$ cat src/rtl/pc_pkg.sv
// Shared encodings for the program counter and ALU.
// Holds op codes, branch condition codes and ALU flag bit positions.
package pc_pkg;

    typedef enum logic [2:0] {
        PC_OP_RESET = 3'b000,
        PC_OP_HOLD  = 3'b001,
        PC_OP_INC   = 3'b010,
        PC_OP_JREL  = 3'b011,
        PC_OP_BRC   = 3'b100,
        PC_OP_JABS  = 3'b101,
        PC_OP_CALL  = 3'b110,
        PC_OP_RET   = 3'b111
    } pc_op_e;

    localparam logic [1:0] COND_EQ     = 2'b00;
    localparam logic [1:0] COND_NE     = 2'b01;
    localparam logic [1:0] COND_GRT    = 2'b10;
    localparam logic [1:0] COND_ALWAYS = 2'b11;

    localparam int EQ_BIT  = 0;
    localparam int GRT_BIT = 1;

endpackage

$ cat src/rtl/ret_stack.sv
// Return-address LIFO for CALL/RET.
// Ports:
//   clk, rst_n  - clock and async active-low reset
//   clr         - synchronous empty (occupancy back to zero)
//   push, pop   - write din on top / drop top entry (ignored when full / empty)
//   din         - address to push
//   dout        - current top of stack (undefined when empty)
//   full, empty - occupancy status
//   depth       - number of valid entries
module ret_stack #(
    parameter int WIDTH = 16,
    parameter int DEPTH = 4
) (
    input  logic                           clk,
    input  logic                           rst_n,
    input  logic                           clr,
    input  logic                           push,
    input  logic                           pop,
    input  logic [WIDTH-1:0]               din,
    output logic [WIDTH-1:0]               dout,
    output logic                           full,
    output logic                           empty,
    output logic [$clog2(DEPTH+1)-1:0]     depth
);

    localparam int DEPTH_W = $clog2(DEPTH + 1);
    // Entry index width; at least one bit so DEPTH = 1 still elaborates.
    localparam int IDX_W   = (DEPTH > 1) ? $clog2(DEPTH) : 1;

    logic [WIDTH-1:0]   mem [0:(1 << IDX_W) - 1];
    logic [DEPTH_W-1:0] cnt;
    logic [IDX_W-1:0]   wr_idx;
    logic [IDX_W-1:0]   top_idx;

    assign full    = (cnt == DEPTH_W'(DEPTH));
    assign empty   = (cnt == '0);
    assign depth   = cnt;
    assign wr_idx  = IDX_W'(cnt);
    assign top_idx = IDX_W'(cnt - DEPTH_W'(1));
    assign dout    = mem[top_idx];

    always_ff @(posedge clk or negedge rst_n) begin
        if (!rst_n) begin
            cnt <= '0;
        end else if (clr) begin
            cnt <= '0;
        end else if (push && !full) begin
            cnt <= cnt + DEPTH_W'(1);
        end else if (pop && !empty) begin
            cnt <= cnt - DEPTH_W'(1);
        end
    end

    // Contents need no reset: only entries below cnt are ever read.
    always_ff @(posedge clk) begin
        if (push && !full && !clr) begin
            mem[wr_idx] <= din;
        end
    end

endmodule

$ cat src/rtl/pc_stack.sv
// Program counter with relative/absolute jumps, flag-conditional branches
// and a hardware return-address stack.
// Ports:
//   clk, rst_n  - clock and async active-low reset
//   op          - operation code (pc_op_e)
//   k           - signed relative offset in instructions
//   target      - absolute target for JABS/CALL
//   flags       - ALU flags (EQ_BIT, GRT_BIT used)
//   cond        - BRC condition select
//   stall       - hold all state (op RESET still acts)
//   addr_instr  - registered fetch address
//   depth       - return stack occupancy
//   stack_ovf   - sticky: CALL while stack full
//   stack_unf   - sticky: RET while stack empty
module pc_stack
    import pc_pkg::*;
#(
    parameter int                    ADDR_WIDTH   = 16,
    parameter int                    OFFSET_WIDTH = 8,
    parameter int                    STRIDE_LOG2  = 1,
    parameter int                    STACK_DEPTH  = 4,
    parameter logic [ADDR_WIDTH-1:0] RESET_ADDR   = '0
) (
    input  logic                               clk,
    input  logic                               rst_n,
    input  logic [2:0]                         op,
    input  logic [OFFSET_WIDTH-1:0]            k,
    input  logic [ADDR_WIDTH-1:0]              target,
    input  logic [7:0]                         flags,
    input  logic [1:0]                         cond,
    input  logic                               stall,
    output logic [ADDR_WIDTH-1:0]              addr_instr,
    output logic [$clog2(STACK_DEPTH+1)-1:0]   depth,
    output logic                               stack_ovf,
    output logic                               stack_unf
);

    logic [ADDR_WIDTH-1:0] inc;
    logic [ADDR_WIDTH-1:0] rel;
    logic [ADDR_WIDTH-1:0] k_ext;
    logic [ADDR_WIDTH-1:0] nxt;
    logic [ADDR_WIDTH-1:0] stack_top;
    logic                  taken;
    logic                  push;
    logic                  pop;
    logic                  do_reset;
    logic                  set_ovf;
    logic                  set_unf;
    logic                  full;
    logic                  empty;
    logic                  unused_flags;

    // Only EQ and GRT steer branches; the other ALU flags are ignored.
    assign unused_flags = ^flags[7:2];

    assign k_ext = ADDR_WIDTH'($signed(k));
    assign inc   = addr_instr + (ADDR_WIDTH'(1) << STRIDE_LOG2);
    assign rel   = addr_instr + (k_ext << STRIDE_LOG2);

    always_comb begin
        taken = 1'b0;
        case (cond)
            COND_EQ:     taken = flags[EQ_BIT];
            COND_NE:     taken = !flags[EQ_BIT];
            COND_GRT:    taken = flags[GRT_BIT];
            COND_ALWAYS: taken = 1'b1;
            default:     taken = 1'b0;
        endcase
    end

    always_comb begin
        nxt      = addr_instr;
        push     = 1'b0;
        pop      = 1'b0;
        do_reset = 1'b0;
        set_ovf  = 1'b0;
        set_unf  = 1'b0;
        if (op == PC_OP_RESET) begin
            do_reset = 1'b1;
            nxt      = RESET_ADDR;
        end else if (!stall) begin
            case (op)
                PC_OP_HOLD: nxt = addr_instr;
                PC_OP_INC:  nxt = inc;
                PC_OP_JREL: nxt = rel;
                PC_OP_BRC:  nxt = taken ? rel : inc;
                PC_OP_JABS: nxt = target;
                PC_OP_CALL: begin
                    // A full stack turns CALL into a plain step so the
                    // caller never loses its return path silently.
                    if (full) begin
                        nxt     = inc;
                        set_ovf = 1'b1;
                    end else begin
                        nxt  = target;
                        push = 1'b1;
                    end
                end
                PC_OP_RET: begin
                    if (empty) begin
                        nxt     = inc;
                        set_unf = 1'b1;
                    end else begin
                        nxt = stack_top;
                        pop = 1'b1;
                    end
                end
                default: nxt = addr_instr;
            endcase
        end
    end

    always_ff @(posedge clk or negedge rst_n) begin
        if (!rst_n) begin
            addr_instr <= RESET_ADDR;
            stack_ovf  <= 1'b0;
            stack_unf  <= 1'b0;
        end else begin
            addr_instr <= nxt;
            if (do_reset) begin
                stack_ovf <= 1'b0;
                stack_unf <= 1'b0;
            end else begin
                stack_ovf <= stack_ovf | set_ovf;
                stack_unf <= stack_unf | set_unf;
            end
        end
    end

    ret_stack #(
        .WIDTH (ADDR_WIDTH),
        .DEPTH (STACK_DEPTH)
    ) u_ret_stack (
        .clk   (clk),
        .rst_n (rst_n),
        .clr   (do_reset),
        .push  (push),
        .pop   (pop),
        .din   (inc),
        .dout  (stack_top),
        .full  (full),
        .empty (empty),
        .depth (depth)
    );

endmodule

$ cat config.mk
export PLATFORM = sky130hd
export DESIGN_NAME = pc_stack
export DESIGN_NICKNAME = d
export VERILOG_FILES = /design/src/rtl/pc_pkg.sv /design/src/rtl/ret_stack.sv /design/src/rtl/pc_stack.sv
export SDC_FILE = /design/constraint.sdc
export NUM_CORES = 1
export LEC_CHECK = 0
export CAP_MARGIN = 20
export CORE_ASPECT_RATIO = 0.8
export CORE_MARGIN = 2
export CORE_UTILIZATION = 25
export CTS_BUF_LIST = sky130_fd_sc_hd__clkbuf_8
export DETAILED_ROUTE_END_ITERATION = 6
export DONT_BUFFER_PORTS = 1
export GPL_ROUTABILITY_DRIVEN = 1
export PLACE_DENSITY_LB_ADDON = 0.05
export SLEW_MARGIN = 20
export SYNTH_ARGS = -nofsm -noshare
export SYNTH_HDL_FRONTEND = slang
export SYNTH_SLANG_ARGS = --single-unit
$ cat constraint.sdc
create_clock -name clk -period 2.9 [get_ports clk]
set_input_delay 0.435 -clock clk [delete_from_list [all_inputs] [get_ports clk]]
set_output_delay 0.435 -clock clk [all_outputs]
set_load 0.01 [all_outputs]
==> Word level (Yosys, flattened, before mapping) <==
Memories as Yosys holds them, arrays and structs flattened.
Cells that the tools add are included.
W data, S select, Z words.
{ "word_totals": {"input_bits": 40, "wordCells": 66, "out_inout_bits": 21, "ram_bits": 64, "reg_bits": 21, "n_memories": 1} }
{ "memory_table": {"columns": ["memory", "words", "width", "read_ports", "rd_clocked_by_memory_dff", "write_ports", "line_no", "rtl"], "rows": [
  ["u_ret_stack.mem", 4, 16, 1, 0, 1, "ret_stack.sv:30", "logic [WIDTH-1:0] mem [0:(1 << IDX_W) - 1];"]
]} }
{ "classes": {"reduce_logical": 13, "n_eq_ne": 11, "addsub": 4, "n_bitwise": 2, "n_mux": 31} }
{ "op_table": {"columns": ["cell", "count"], "rows": [
  ["$pmux W16 S6", 1],
  ["$mux W16", 5],
  ["$mux W1", 21],
  ["$add A16 B16 Y16", 1],
  ["$add A16 B2 Y16 const B", 1],
  ["$eq A3 B3 Y1 const B", 5],
  ["$mux W3", 3],
  ["$reduce_bool A7 Y1", 1],
  ["$eq A3 B2 Y1 const B", 2],
  ["$logic_not A3 Y1", 2],
  ["$eq A2 B2 Y1 const B", 2],
  ["$logic_not A1 Y1", 4],
  ["$pmux W1 S4", 1],
  ["$add A3 B1 Y3 const B", 1],
  ["$logic_and A1 B1 Y1", 3],
  ["$reduce_bool A3 Y1", 1],
  ["$sub A3 B1 Y3 const B", 1],
  ["$eq A2 B1 Y1 const B", 1],
  ["$logic_not A2 Y1", 1],
  ["$ne A2 B1 Y1 const B", 1],
  ["$or A1 B1 Y1", 2],
  ["$reduce_and A2 Y1", 1]
]} }

==> Logic depth before layout (Yosys ltp) <==
Gate-level depths: netlist of run 1.
{ "logic_depth": {"ltp_word": 9, "depth_mapped": 14, "ltp_nobuf": 10} }

==> Modules after synthesis <==
A second synthesis of run 1 with hierarchy kept.
{ "unflattened": {"cells_unflattened": 400, "hier_area_um2": 4968.5} }
{ "by_module_without_submodules": {"columns": ["mod", "seq_area_each_um2", "cells_each", "area_per_inst_um2", "n_inst"], "rows": [
  ["ret_stack", 1996.9, 118, 2631.3, 1],
  ["pc_stack", 450.4, 282, 2337.2, 1]
]} }

==> Worst setup path after synthesis of run 1 <==
OpenSTA, ideal clock, no wires.
{ "synth_path": {"path_type": "register to register", "from": "register u_ret_stack.cnt[0], in the netlist u_ret_stack.depth[0]", "to": "memory u_ret_stack.mem[3][0], enable pin", "arrival_ns": 2.685, "path_slack_ns": -0.159, "stages_incl_launch_ff": 9, "path_buffers": 3, "t_required_ns": 2.525, "setup_time_ns": 0.375, "period_less_slack_ns": 3.059, "cell_sequence": "dfrtp_1 buf_2 buf_2 inv_1 ha_1 ha_1 clkbuf_1 nor3_1 and2_1"} }
{ "synth_between": {"elab_chain_len": 9, "word_cells_on_any_way": 10, "classes_between": "eq/ne (1); mux (6); reduce/logical (3)"} }
{ "synth_lines": {"columns": ["item", "line_no", "rtl"], "rows": [
  ["from (decl)", "ret_stack.sv:31", "logic [DEPTH_W-1:0] cnt;"],
  ["from (signal assigned)", "ret_stack.sv:48", "cnt <= cnt + DEPTH_W'(1);"],
  ["from (signal assigned)", "ret_stack.sv:50", "cnt <= cnt - DEPTH_W'(1);"],
  ["$eq A3 B3 Y1", "ret_stack.sv:35", "assign full = (cnt == DEPTH_W'(DEPTH));"],
  ["$mux W1", "pc_stack.sv:91", "if (full) begin"],
  ["$mux W1", "pc_stack.sv:82", "case (op)"],
  ["$mux W1", "pc_stack.sv:81", "end else if (!stall) begin"],
  ["$mux W1", "pc_stack.sv:78", "if (op == PC_OP_RESET) begin"],
  ["$logic_and A1 B1 Y1 (2 in series)", "ret_stack.sv:56", "if (push && !full && !clr) begin"],
  ["$mux W1", "ret_stack.sv:56", null],
  ["$mux W1 (implied by the code)", "ret_stack.sv:57", "mem[wr_idx] <= din;"],
  ["to (decl)", "ret_stack.sv:30", null]
]} }
Parallel ways exist; a longest one is shown, timed or not.

==> Final worst setup path of run 1 <==
{ "layout_path": {"from": "register addr_instr[2]", "to": "register addr_instr[14]"} }
{ "layout_between": {"elab_chain_len": 5, "word_cells_on_any_way": 8, "classes_between": "add/sub (2); mux (6)"} }
{ "layout_lines": {"columns": ["item", "line_no", "rtl"], "rows": [
  ["from (decl)", "pc_stack.sv:32", "output logic [ADDR_WIDTH-1:0] addr_instr,"],
  ["from (signal assigned)", "pc_stack.sv:119", "addr_instr <= nxt;"],
  ["$add A16 B2 Y16 / $add A16 B16 Y16 (equally long branches)", "pc_stack.sv:57, pc_stack.sv:58", null],
  ["$mux W16 (on tied branches)", "pc_stack.sv:100, pc_stack.sv:86, pc_stack.sv:91", null],
  ["$pmux W16 S6 (*)", "pc_stack.sv:82", null],
  ["$mux W16 (*)", "pc_stack.sv:81", null],
  ["$mux W16 (*)", "pc_stack.sv:78", null]
]} }
Every way passes the cells marked *; elsewhere a longest branch is shown, timed or not. The select of a mux whose other input is x is not followed.
A chain may end at the register's enable or synchronous reset.

==> metrics.txt, run 1 <==
# TYPE chip_impl_metric gauge
chip_impl_info{name="outcome",value="finished clean"} 1
chip_impl_metric{name="worst-slew-pin-transition",unit="ns"} 0.665
chip_impl_metric{name="worst_case_clock_skew",unit="ns"} 0.0146
chip_impl_info{name="main_combinational_cell_family_by_area_after_synthesis",value="compound AO/OA/AOI/OAI gates"} 1
chip_impl_metric{name="seq_pwr_share",unit=""} 0.357
chip_impl_metric{name="path_max_fanout",unit=""} 6
chip_impl_metric{name="final.min_clock_period",unit="ns"} 2.66
chip_impl_metric{name="routed-wl-met3",unit="µm"} 946
chip_impl_metric{name="max_h_tree_level",unit=""} 3
chip_impl_metric{name="asyncSetResetFlopFracSynth",unit=""} 0.247
chip_impl_metric{name="cts_num_sinks",unit=""} 85
chip_impl_metric{name="max_clock_freq",unit="MHz"} 375
chip_impl_metric{name="clock_path_buffers",unit=""} 2
chip_impl_metric{name="synth.mux.area_fraction",unit=""} 0.0805
chip_impl_info{name="clock_tree_from_tritoncts",value="done"} 1
chip_impl_metric{name="internal_power",unit="W"} 0.00283
chip_impl_metric{name="vias_in_the_first_global_route",unit=""} 3748
chip_impl_metric{name="clkTransAtPathRegs",unit="ns"} 0.10
chip_impl_metric{name="number_of_nets_with_antenna_violations_after_routing",unit=""} 0
chip_impl_metric{name="crit_share_post_route",unit=""} 0.919
chip_impl_metric{name="post_route_cells_drive_above_1_share",unit=""} 0.148
chip_impl_metric{name="fin_hold_ws",unit="ns"} 0.210
chip_impl_metric{name="ys_seq_elements",unit=""} 85
chip_impl_metric{name="grt_use_total",unit=""} 0.158
chip_impl_metric{name="netSwitchingPower",unit="W"} 0.00196
chip_impl_metric{name="routed_wl",unit="mm"} 16.3
chip_impl_metric{name="yosysSeqAreaShare",unit=""} 0.489
chip_impl_info{name="worstPathCellList",value="ha_1 > a21o_1 > a21oi_1 > o21ai_0 > a31oi_1 > nor2_1 > or4_1 > a31oi_1"} 1
chip_impl_metric{name="wl_met2",unit="mm"} 7.52
chip_impl_metric{name="power.static_leakage",unit="nW"} 2.04
chip_impl_metric{name="syn_inst",unit=""} 447
chip_impl_metric{name="dr_total_vias",unit=""} 3768
chip_impl_metric{name="final_nets",unit=""} 524
chip_impl_metric{name="route.detailed.wl_per_inst",unit="µm"} 22.3
chip_impl_metric{name="count_of_yosys_warnings_during_synthesis",unit=""} 0
chip_impl_metric{name="portBuffers",unit=""} 0
chip_impl_metric{name="grt_overflow_total",unit=""} 0
chip_impl_metric{name="max_slew_headroom",unit=""} 0.556
chip_impl_metric{name="insertion_delay",unit="ns"} 0.38
chip_impl_metric{name="synthDistinctLibCells",unit=""} 56
chip_impl_info{name="startpoint_type",value="register"} 1
chip_impl_metric{name="num-fill-cells",unit=""} 2053
chip_impl_info{name="ctsRootBufferMaster",value="sky130_fd_sc_hd__clkbuf_8"} 1
chip_impl_metric{name="die_x",unit="µm"} 162
chip_impl_metric{name="final_max_slew_viol_count",unit=""} 0
chip_impl_metric{name="final_sum_of_negative_setup_slack",unit="ns"} 0
chip_impl_info{name="min-delay-path-class",value="in -> reg"} 1
chip_impl_metric{name="power.density",unit="mW/mm²"} 850
chip_impl_metric{name="cp_data_required_time",unit="ns"} 3.21
chip_impl_metric{name="first_pass_iters",unit=""} 7
chip_impl_metric{name="final_core_utilization",unit=""} 0.285
chip_impl_metric{name="fin_total_pwr",unit="W"} 0.00479
chip_impl_metric{name="syn-num-nets",unit=""} 509
chip_impl_metric{name="antenna_found_initial",unit=""} 0
chip_impl_metric{name="drt_iter0_drc",unit=""} 247
chip_impl_metric{name="synth_edf_count",unit=""} 64
chip_impl_metric{name="core-area",unit="mm²"} 0.0197
chip_impl_metric{name="grt_first_pass_wirelength",unit="mm"} 24.2
chip_impl_metric{name="ios",unit=""} 61
chip_impl_metric{name="start_util",unit=""} 0.253
chip_impl_metric{name="clock_power_share",unit=""} 0.163
chip_impl_info{name="worst_path_max_delay_cell",value="sky130_fd_sc_hd__a31oi_1"} 1
chip_impl_metric{name="numCtsBuffers",unit=""} 9
chip_impl_metric{name="antenna_cells",unit=""} 0
chip_impl_metric{name="number_of_setup_buffers_added_after_cts",unit=""} 0
chip_impl_metric{name="crit_arrival",unit="ns"} 2.97
chip_impl_metric{name="gp_congestion",unit=""} 0.789
chip_impl_metric{name="fp.dieH",unit="µm"} 131
chip_impl_metric{name="finalHoldViolations",unit=""} 0
chip_impl_metric{name="area_growth",unit="%"} 12.6
chip_impl_info{name="top_layer",value="met4"} 1
chip_impl_metric{name="remaining_drc_errors",unit=""} 0
chip_impl_info{name="rsz0062_at_grt",value="no"} 1
chip_impl_metric{name="max-cap-violations",unit=""} 0
chip_impl_metric{name="grt_start_max_net_pins",unit=""} 24
chip_impl_info{name="criticalPathCategory",value="reg -> reg"} 1
chip_impl_metric{name="postSynthAreaPerCell",unit="µm²"} 11.2
chip_impl_metric{name="netSwitchingFraction",unit=""} 0.409
chip_impl_metric{name="setup_viol_count_final",unit=""} 0
chip_impl_metric{name="critical_path.max_stage_delay",unit="ns"} 0.49
chip_impl_metric{name="final-seq-area",unit="mm²"} 0.00245
chip_impl_metric{name="vdd_drop_max",unit="µV"} 291
chip_impl_info{name="ys_dominant_reg_cell",value="sky130_fd_sc_hd__edfxtp_1"} 1
chip_impl_metric{name="drt-met1-wl",unit="mm"} 7.70
chip_impl_metric{name="std_cell_rows",unit=""} 46
chip_impl_metric{name="synth_adder_area_share",unit=""} 0.0565
chip_impl_metric{name="hpwlAfterDp",unit="mm"} 12.0
chip_impl_metric{name="post_drt_via_cell_ratio",unit=""} 5.15
chip_impl_metric{name="combined_area_of_all_synthesized_cells",unit="mm²"} 0.00500
chip_impl_info{name="worst_path_most_repeated_cell",value="sky130_fd_sc_hd__a31oi_1"} 1
chip_impl_info{name="setup.worst_path.end_class",value="register"} 1
chip_impl_metric{name="die-area",unit="mm²"} 0.0212
chip_impl_metric{name="multi_input_area",unit="mm²"} 0.00238
chip_impl_metric{name="synthSimpleGateAreaFrac",unit=""} 0.118
chip_impl_metric{name="xor_xnor_cell_area_share_of_the_yosys_netlist",unit=""} 0.0403
chip_impl_metric{name="synth-compound-area-share",unit=""} 0.178
chip_impl_metric{name="pwr-share-comb",unit=""} 0.480
==> sequential cells by signal (all words and copies together), names as in the netlist <==
| register | cells |
|---|---|
| u_ret_stack.depth | 3 |
| addr_instr | 16 |
| stack_ovf | 1 |
| stack_unf | 1 |
| u_ret_stack.mem | 64 |
==> cells in the mapped netlist, types with 3 or more instances <==
master | n | share of area
sky130_fd_sc_hd__clkbuf_8 | 4 | 0.011
sky130_fd_sc_hd__a21oi_1 | 30 | 0.030
sky130_fd_sc_hd__and2_1 | 6 | 0.0075
sky130_fd_sc_hd__mux4_2 | 16 | 0.072
sky130_fd_sc_hd__nand2_1 | 59 | 0.044
sky130_fd_sc_hd__clkbuf_1 | 11 | 0.0083
sky130_fd_sc_hd__o21ai_0 | 31 | 0.031
sky130_fd_sc_hd__a22o_1 | 3 | 0.0053
sky130_fd_sc_hd__a31oi_1 | 8 | 0.010
sky130_fd_sc_hd__a221oi_1 | 7 | 0.012
sky130_fd_sc_hd__dfrtp_1 | 21 | 0.11
sky130_fd_sc_hd__ha_1 | 21 | 0.053
sky130_fd_sc_hd__inv_1 | 13 | 0.0098
sky130_fd_sc_hd__a22oi_1 | 7 | 0.011
sky130_fd_sc_hd__nor3_1 | 5 | 0.0050
sky130_fd_sc_hd__nand3_1 | 8 | 0.0080
sky130_fd_sc_hd__nor2_1 | 30 | 0.023
sky130_fd_sc_hd__o21bai_1 | 3 | 0.0045
sky130_fd_sc_hd__and3_1 | 5 | 0.0063
sky130_fd_sc_hd__xor2_1 | 9 | 0.016
sky130_fd_sc_hd__xnor2_1 | 14 | 0.025
sky130_fd_sc_hd__a21o_1 | 8 | 0.012
sky130_fd_sc_hd__a222oi_1 | 6 | 0.012
sky130_fd_sc_hd__nand4_1 | 5 | 0.0063
sky130_fd_sc_hd__o211ai_1 | 4 | 0.0060
sky130_fd_sc_hd__buf_2 | 3 | 0.0030
sky130_fd_sc_hd__edfxtp_1 | 64 | 0.38
==> logic make-up after synthesis <==
group           Yosys count
simple gates            131
compound gates          131
fa+ha+maj                22
flops                    85
xor+xnor                 23
mux                      20
buf+inv                  35
==> power by group through the flow <==
stage	sequential [W]	clock [W]	combinational [W]
2_1_floorplan	0.00177	0	0.00152
3_3_place_gp	0.00174	0	0.00232
3_5_place_dp	0.00174	0	0.00231
4_1_cts	0.00172	0.000823	0.00233
5_1_grt	0.00173	0.000868	0.00253
6_report	0.00171	0.000782	0.00230
==> path summary, 6_finish.rpt <==
path | from | to | slack [ns] | depth (start not counted)
worst max-delay path | addr_instr[2]$_DFFE_PN0P_ | addr_instr[14]$_DFFE_PN0P_ | 0.24 | 8
worst min register to register | stack_ovf$_DFF_PN0_ | stack_ovf$_DFF_PN0_ | 0.59 | 1
worst min-delay path | op[2] | stack_unf$_DFF_PN0_ | 0.21 | 2
max in group asynchronous | rst_n | addr_instr[15]$_DFFE_PN0P_ | 2.23 | 2
min in group asynchronous | rst_n | addr_instr[6]$_DFFE_PN0P_ | 0.49 | 2
worst max register to register | addr_instr[2]$_DFFE_PN0P_ | addr_instr[14]$_DFFE_PN0P_ | 0.24 | 8
==> worst max-delay path: cells and delay by family, from the launching register on <==
kind | cells | cell delay [ns]
compound gates | 5 | 1.28
flops | 1 | 0.48
simple gates | 2 | 0.52
fa+ha+maj | 1 | 0.31
==> per-layer routing <==
| metal | vias to the layer above | track usage |
|---|---|---|
| met4 | 0 | 0.0265 |
| met2 | 83 | 0.258 |
| met1 | 1935 | 0.218 |
| li1 | 1740 | - |
| met3 | 10 | 0.0391 |
| met5 | - | 0 |
==> repair_timing <==
item / 4_1_cts / 5_1_grt
gates resized for setup: 0 / 1
hold buffers: 2 / 0
setup endpoints to repair: 0 / 1
endpoints found under the hold margin: 21 / 0
==> area by class of cell <==
type	instances	share of cell area
clock inverter	7	0.00888
sequential	85	0.434
tap	264	0.0586
timing repair buffer	24	0.0435
clock buffer	9	0.0220
multi-input combinational	327	0.422
inverter	15	0.0100
==> layout by cell type (no fill, tap or decap), types with 3 or more instances in the layout <==
cell                       netlist  layout
sky130_fd_sc_hd__nor3_1          5       5
sky130_fd_sc_hd__edfxtp_1       64      64
sky130_fd_sc_hd__clkinv_1        2       3
sky130_fd_sc_hd__nand3_1         8       8
sky130_fd_sc_hd__clkbuf_8        4       9
sky130_fd_sc_hd__ha_1           21      21
sky130_fd_sc_hd__o21bai_1        3       3
sky130_fd_sc_hd__inv_1          13      13
sky130_fd_sc_hd__dfrtp_1        21      21
sky130_fd_sc_hd__nand2_1        59      59
sky130_fd_sc_hd__and2_2          0       4
sky130_fd_sc_hd__nand4_1         5       5
sky130_fd_sc_hd__a21o_1          8       8
sky130_fd_sc_hd__a22o_1          3       3
sky130_fd_sc_hd__a22oi_1         7       7
sky130_fd_sc_hd__a31oi_1         8       8
sky130_fd_sc_hd__buf_4           1      18
sky130_fd_sc_hd__nor2_1         30      30
sky130_fd_sc_hd__xor2_1          9       9
sky130_fd_sc_hd__a21oi_1        30      30
sky130_fd_sc_hd__o211ai_1        4       4
sky130_fd_sc_hd__mux4_2         16      16
sky130_fd_sc_hd__and3_1          5       5
sky130_fd_sc_hd__a221oi_1        7       6
sky130_fd_sc_hd__o21ai_0        31      31
sky130_fd_sc_hd__buf_12          0       5
sky130_fd_sc_hd__a222oi_1        6       6
sky130_fd_sc_hd__xnor2_1        14      14
==> stage by stage <==
| stage | worst slack (ns) | cell area, µm² | instances |
|---|---|---|---|
| after global placement | 0.170 | 5420 | 713 |
| after global routing | 0.0124 | 5630 | 731 |
| after detailed placement | 0.131 | 5420 | 713 |
| after CTS | 0.159 | 5630 | 731 |
| final | 0.236 | 5630 | 731 |
| after floorplan | 0.00321 | 5010 | 447 |
(Power assumes the default switching activity.)
==> run 2: changes to the inputs <==
Settings changed: CTS_BUF_LIST sky130_fd_sc_hd__clkbuf_8 to sky130_fd_sc_hd__clkbuf_4 sky130_fd_sc_hd__clkbuf_8 sky130_fd_sc_hd__clkbuf_16.
==> metrics.txt, run 2 (synthesis gave the netlist of run 1 again) <==
# TYPE chip_impl_metric gauge
chip_impl_info{name="cp_top_family",value="compound AO/OA/AOI/OAI gates"} 1
chip_impl_metric{name="portBuffers",unit=""} 0
chip_impl_info{name="min-delay-path-class",value="in -> reg"} 1
chip_impl_metric{name="die-area",unit="mm²"} 0.0212
chip_impl_metric{name="remaining_drc_errors",unit=""} 0
chip_impl_info{name="outcome",value="finished clean"} 1
chip_impl_metric{name="final_max_slew_viol_count",unit=""} 0
chip_impl_metric{name="route.detailed.wl_per_inst",unit="µm"} 22.3
chip_impl_metric{name="number_of_nets_with_antenna_violations_after_routing",unit=""} 0
chip_impl_metric{name="crit_arrival",unit="ns"} 2.92
chip_impl_metric{name="final.min_clock_period",unit="ns"} 2.65
chip_impl_info{name="startpoint_type",value="register"} 1
chip_impl_metric{name="routed-wl-met3",unit="µm"} 956
chip_impl_metric{name="first_pass_iters",unit=""} 5
chip_impl_metric{name="std_cell_rows",unit=""} 46
chip_impl_metric{name="power.density",unit="mW/mm²"} 888
chip_impl_metric{name="finalHoldViolations",unit=""} 0
chip_impl_info{name="clock_tree_from_tritoncts",value="done"} 1
chip_impl_metric{name="hpwlAfterDp",unit="mm"} 12.0
chip_impl_metric{name="max_clock_freq",unit="MHz"} 378
chip_impl_metric{name="die_x",unit="µm"} 162
chip_impl_info{name="max_flop_register",value="u_ret_stack.mem"} 1
chip_impl_metric{name="layoutNonFillerInstCount",unit=""} 731
chip_impl_metric{name="clkTransAtPathRegs",unit="ns"} 0.07
chip_impl_metric{name="ios",unit=""} 61
chip_impl_metric{name="drt-met1-wl",unit="mm"} 7.69
chip_impl_info{name="worstPathCellList",value="ha_1 > a21o_1 > a21oi_1 > o21ai_0 > a31oi_1 > nor2_1 > or4_1 > a31oi_1"} 1
chip_impl_info{name="worst_path_most_repeated_cell",value="sky130_fd_sc_hd__a31oi_1"} 1
chip_impl_metric{name="antenna_found_initial",unit=""} 0
chip_impl_metric{name="start_util",unit=""} 0.253
chip_impl_metric{name="dr_total_vias",unit=""} 3755
chip_impl_metric{name="critical_path.max_stage_delay",unit="ns"} 0.49
chip_impl_metric{name="area_growth",unit="%"} 14.6
chip_impl_info{name="hold_path.startpoint",value="op[0]"} 1
chip_impl_info{name="mostFrequentLayoutCell",value="sky130_fd_sc_hd__edfxtp_1"} 1
chip_impl_metric{name="post_drt_via_cell_ratio",unit=""} 5.14
chip_impl_metric{name="grt_first_pass_wirelength",unit="mm"} 24.2
chip_impl_metric{name="grt_overflow_total",unit=""} 0
chip_impl_metric{name="gp_congestion",unit=""} 0.789
chip_impl_info{name="rsz0062_at_grt",value="no"} 1
chip_impl_metric{name="crit_share_post_route",unit=""} 0.913
chip_impl_info{name="top_layer",value="met4"} 1
chip_impl_metric{name="max_h_tree_level",unit=""} 3
chip_impl_metric{name="drt_iter0_drc",unit=""} 250
chip_impl_metric{name="worst-slew-pin-transition",unit="ns"} 0.671
chip_impl_metric{name="clock_path_buffers",unit=""} 2
chip_impl_metric{name="core-area",unit="mm²"} 0.0197
chip_impl_metric{name="vdd_drop_max",unit="µV"} 291
chip_impl_metric{name="grt_start_max_net_pins",unit=""} 24
chip_impl_metric{name="final_nets",unit=""} 524
chip_impl_metric{name="dpl.cell_count",unit=""} 713
chip_impl_metric{name="cp_num_buf_inv",unit=""} 0
chip_impl_metric{name="insertion_delay",unit="ns"} 0.35
chip_impl_metric{name="cts_num_sinks",unit=""} 85
chip_impl_metric{name="final_sum_of_negative_setup_slack",unit="ns"} 0
chip_impl_info{name="worst_path_max_delay_cell",value="sky130_fd_sc_hd__a31oi_1"} 1
chip_impl_info{name="criticalPathCategory",value="reg -> reg"} 1
chip_impl_metric{name="path_max_fanout",unit=""} 6
chip_impl_metric{name="worst_case_clock_skew",unit="ns"} 0.00923
chip_impl_info{name="layout.cells.most_common_list",value="64 x sky130_fd_sc_hd__edfxtp_1, 59 x sky130_fd_sc_hd__nand2_1, 31 x sky130_fd_sc_hd__o21ai_0"} 1
chip_impl_info{name="setup.worst_path.end_class",value="register"} 1
chip_impl_metric{name="power.static_leakage",unit="nW"} 2.08
chip_impl_metric{name="wl_met2",unit="mm"} 7.58
chip_impl_info{name="reg2reg_from",value="addr_instr[2]$_DFFE_PN0P_"} 1
chip_impl_metric{name="detailed_place.area",unit="mm²"} 0.00542
chip_impl_metric{name="max-cap-violations",unit=""} 0
chip_impl_metric{name="grt_use_total",unit=""} 0.159
chip_impl_metric{name="num-fill-cells",unit=""} 2042
chip_impl_metric{name="max_slew_headroom",unit=""} 0.553
chip_impl_metric{name="setup_viol_count_final",unit=""} 0
chip_impl_metric{name="final_std_cell_area_no_fill",unit="mm²"} 0.00573
chip_impl_metric{name="routed_wl",unit="mm"} 16.3
chip_impl_info{name="critical_path.startpoint",value="addr_instr[2]$_DFFE_PN0P_"} 1
chip_impl_metric{name="fp.dieH",unit="µm"} 131
chip_impl_metric{name="vias_in_the_first_global_route",unit=""} 3740
chip_impl_metric{name="post_route_cells_drive_above_1_share",unit=""} 0.148
chip_impl_metric{name="numCtsBuffers",unit=""} 9
chip_impl_metric{name="cp_data_required_time",unit="ns"} 3.18
chip_impl_info{name="ctsRootBufferMaster",value="sky130_fd_sc_hd__clkbuf_16"} 1
chip_impl_metric{name="largest_register_ff_count",unit=""} 64
chip_impl_metric{name="antenna_cells",unit=""} 0
[run 2: cell counts in the layout (fill, tap and decap cells not counted)]
No cell type changed its count.
[run 2: worst reg2reg max path, cell delays in order (launching register included)]
cell and delay [ns]:
sky130_fd_sc_hd__dfrtp_1 0.47, sky130_fd_sc_hd__ha_1 0.31, sky130_fd_sc_hd__a21o_1 0.16, sky130_fd_sc_hd__a21oi_1 0.28
sky130_fd_sc_hd__o21ai_0 0.17, sky130_fd_sc_hd__a31oi_1 0.49, sky130_fd_sc_hd__nor2_1 0.07, sky130_fd_sc_hd__or4_1 0.45
sky130_fd_sc_hd__a31oi_1 0.18
[run 2: path summary, 6_finish.rpt]
check / to / slack (ns) / cells after the start
max: addr_instr[14]$_DFFE_PN0P_ / 0.25 / 8
min: stack_unf$_DFF_PN0_ / 0.23 / 2
max reg2reg: addr_instr[14]$_DFFE_PN0P_ / 0.25 / 8
min reg2reg: stack_ovf$_DFF_PN0_ / 0.59 / 1
max in group asynchronous: addr_instr[15]$_DFFE_PN0P_ / 2.20 / 2
min in group asynchronous: addr_instr[6]$_DFFE_PN0P_ / 0.53 / 2
[run 2: layout make-up]
type                       instances  area (µm²)  area share
inverter                          15        56.3     0.00982
tap                              264         330      0.0576
sequential                        85        2450       0.427
clock buffer                       9         225      0.0393
clock inverter                     7        50.0     0.00873
timing repair buffer              24         245      0.0428
multi-input combinational        327        2380       0.415
[run 2: stage by stage]
stage	total power, W	utilization	worst slack, ns	hold slack [ns]
finish	0.00509	0.290	0.252	0.234
global placement	0.00406	0.275	0.170	0.141
detailed placement	0.00405	0.275	0.131	0.141
floorplan	0.00328	-	0.00321	0.139
global route	0.00544	0.290	0.0177	0.270
CTS	0.00518	0.290	0.174	0.216
[run 2: metal layers]
metal | track usage | vias up
met3 | 0.0407 | 7
li1 | - | 1743
met5 | 0 | -
met1 | 0.219 | 1918
met2 | 0.257 | 87
met4 | 0.0265 | 0
[run 2: power by group]
group	total (W)	internal (W)	leakage, nW	switching, W
logic	0.00229	0.000972	1.11	0.00132
clock network	0.00108	0.000582	0.129	0.000503
registers	0.00171	0.00155	0.846	0.000162
total	0.00509	0.00310	2.08	0.00199
[run 2: repair_timing]
| action | 4_1_cts | 5_1_grt |
|---|---|---|
| setup buffers | 0 | 0 |
| endpoints found under the setup margin | 0 | 1 |
| endpoints found under the hold margin | 21 | 0 |
| hold buffers | 2 | 0 |
| gates resized for setup | 0 | 1 |
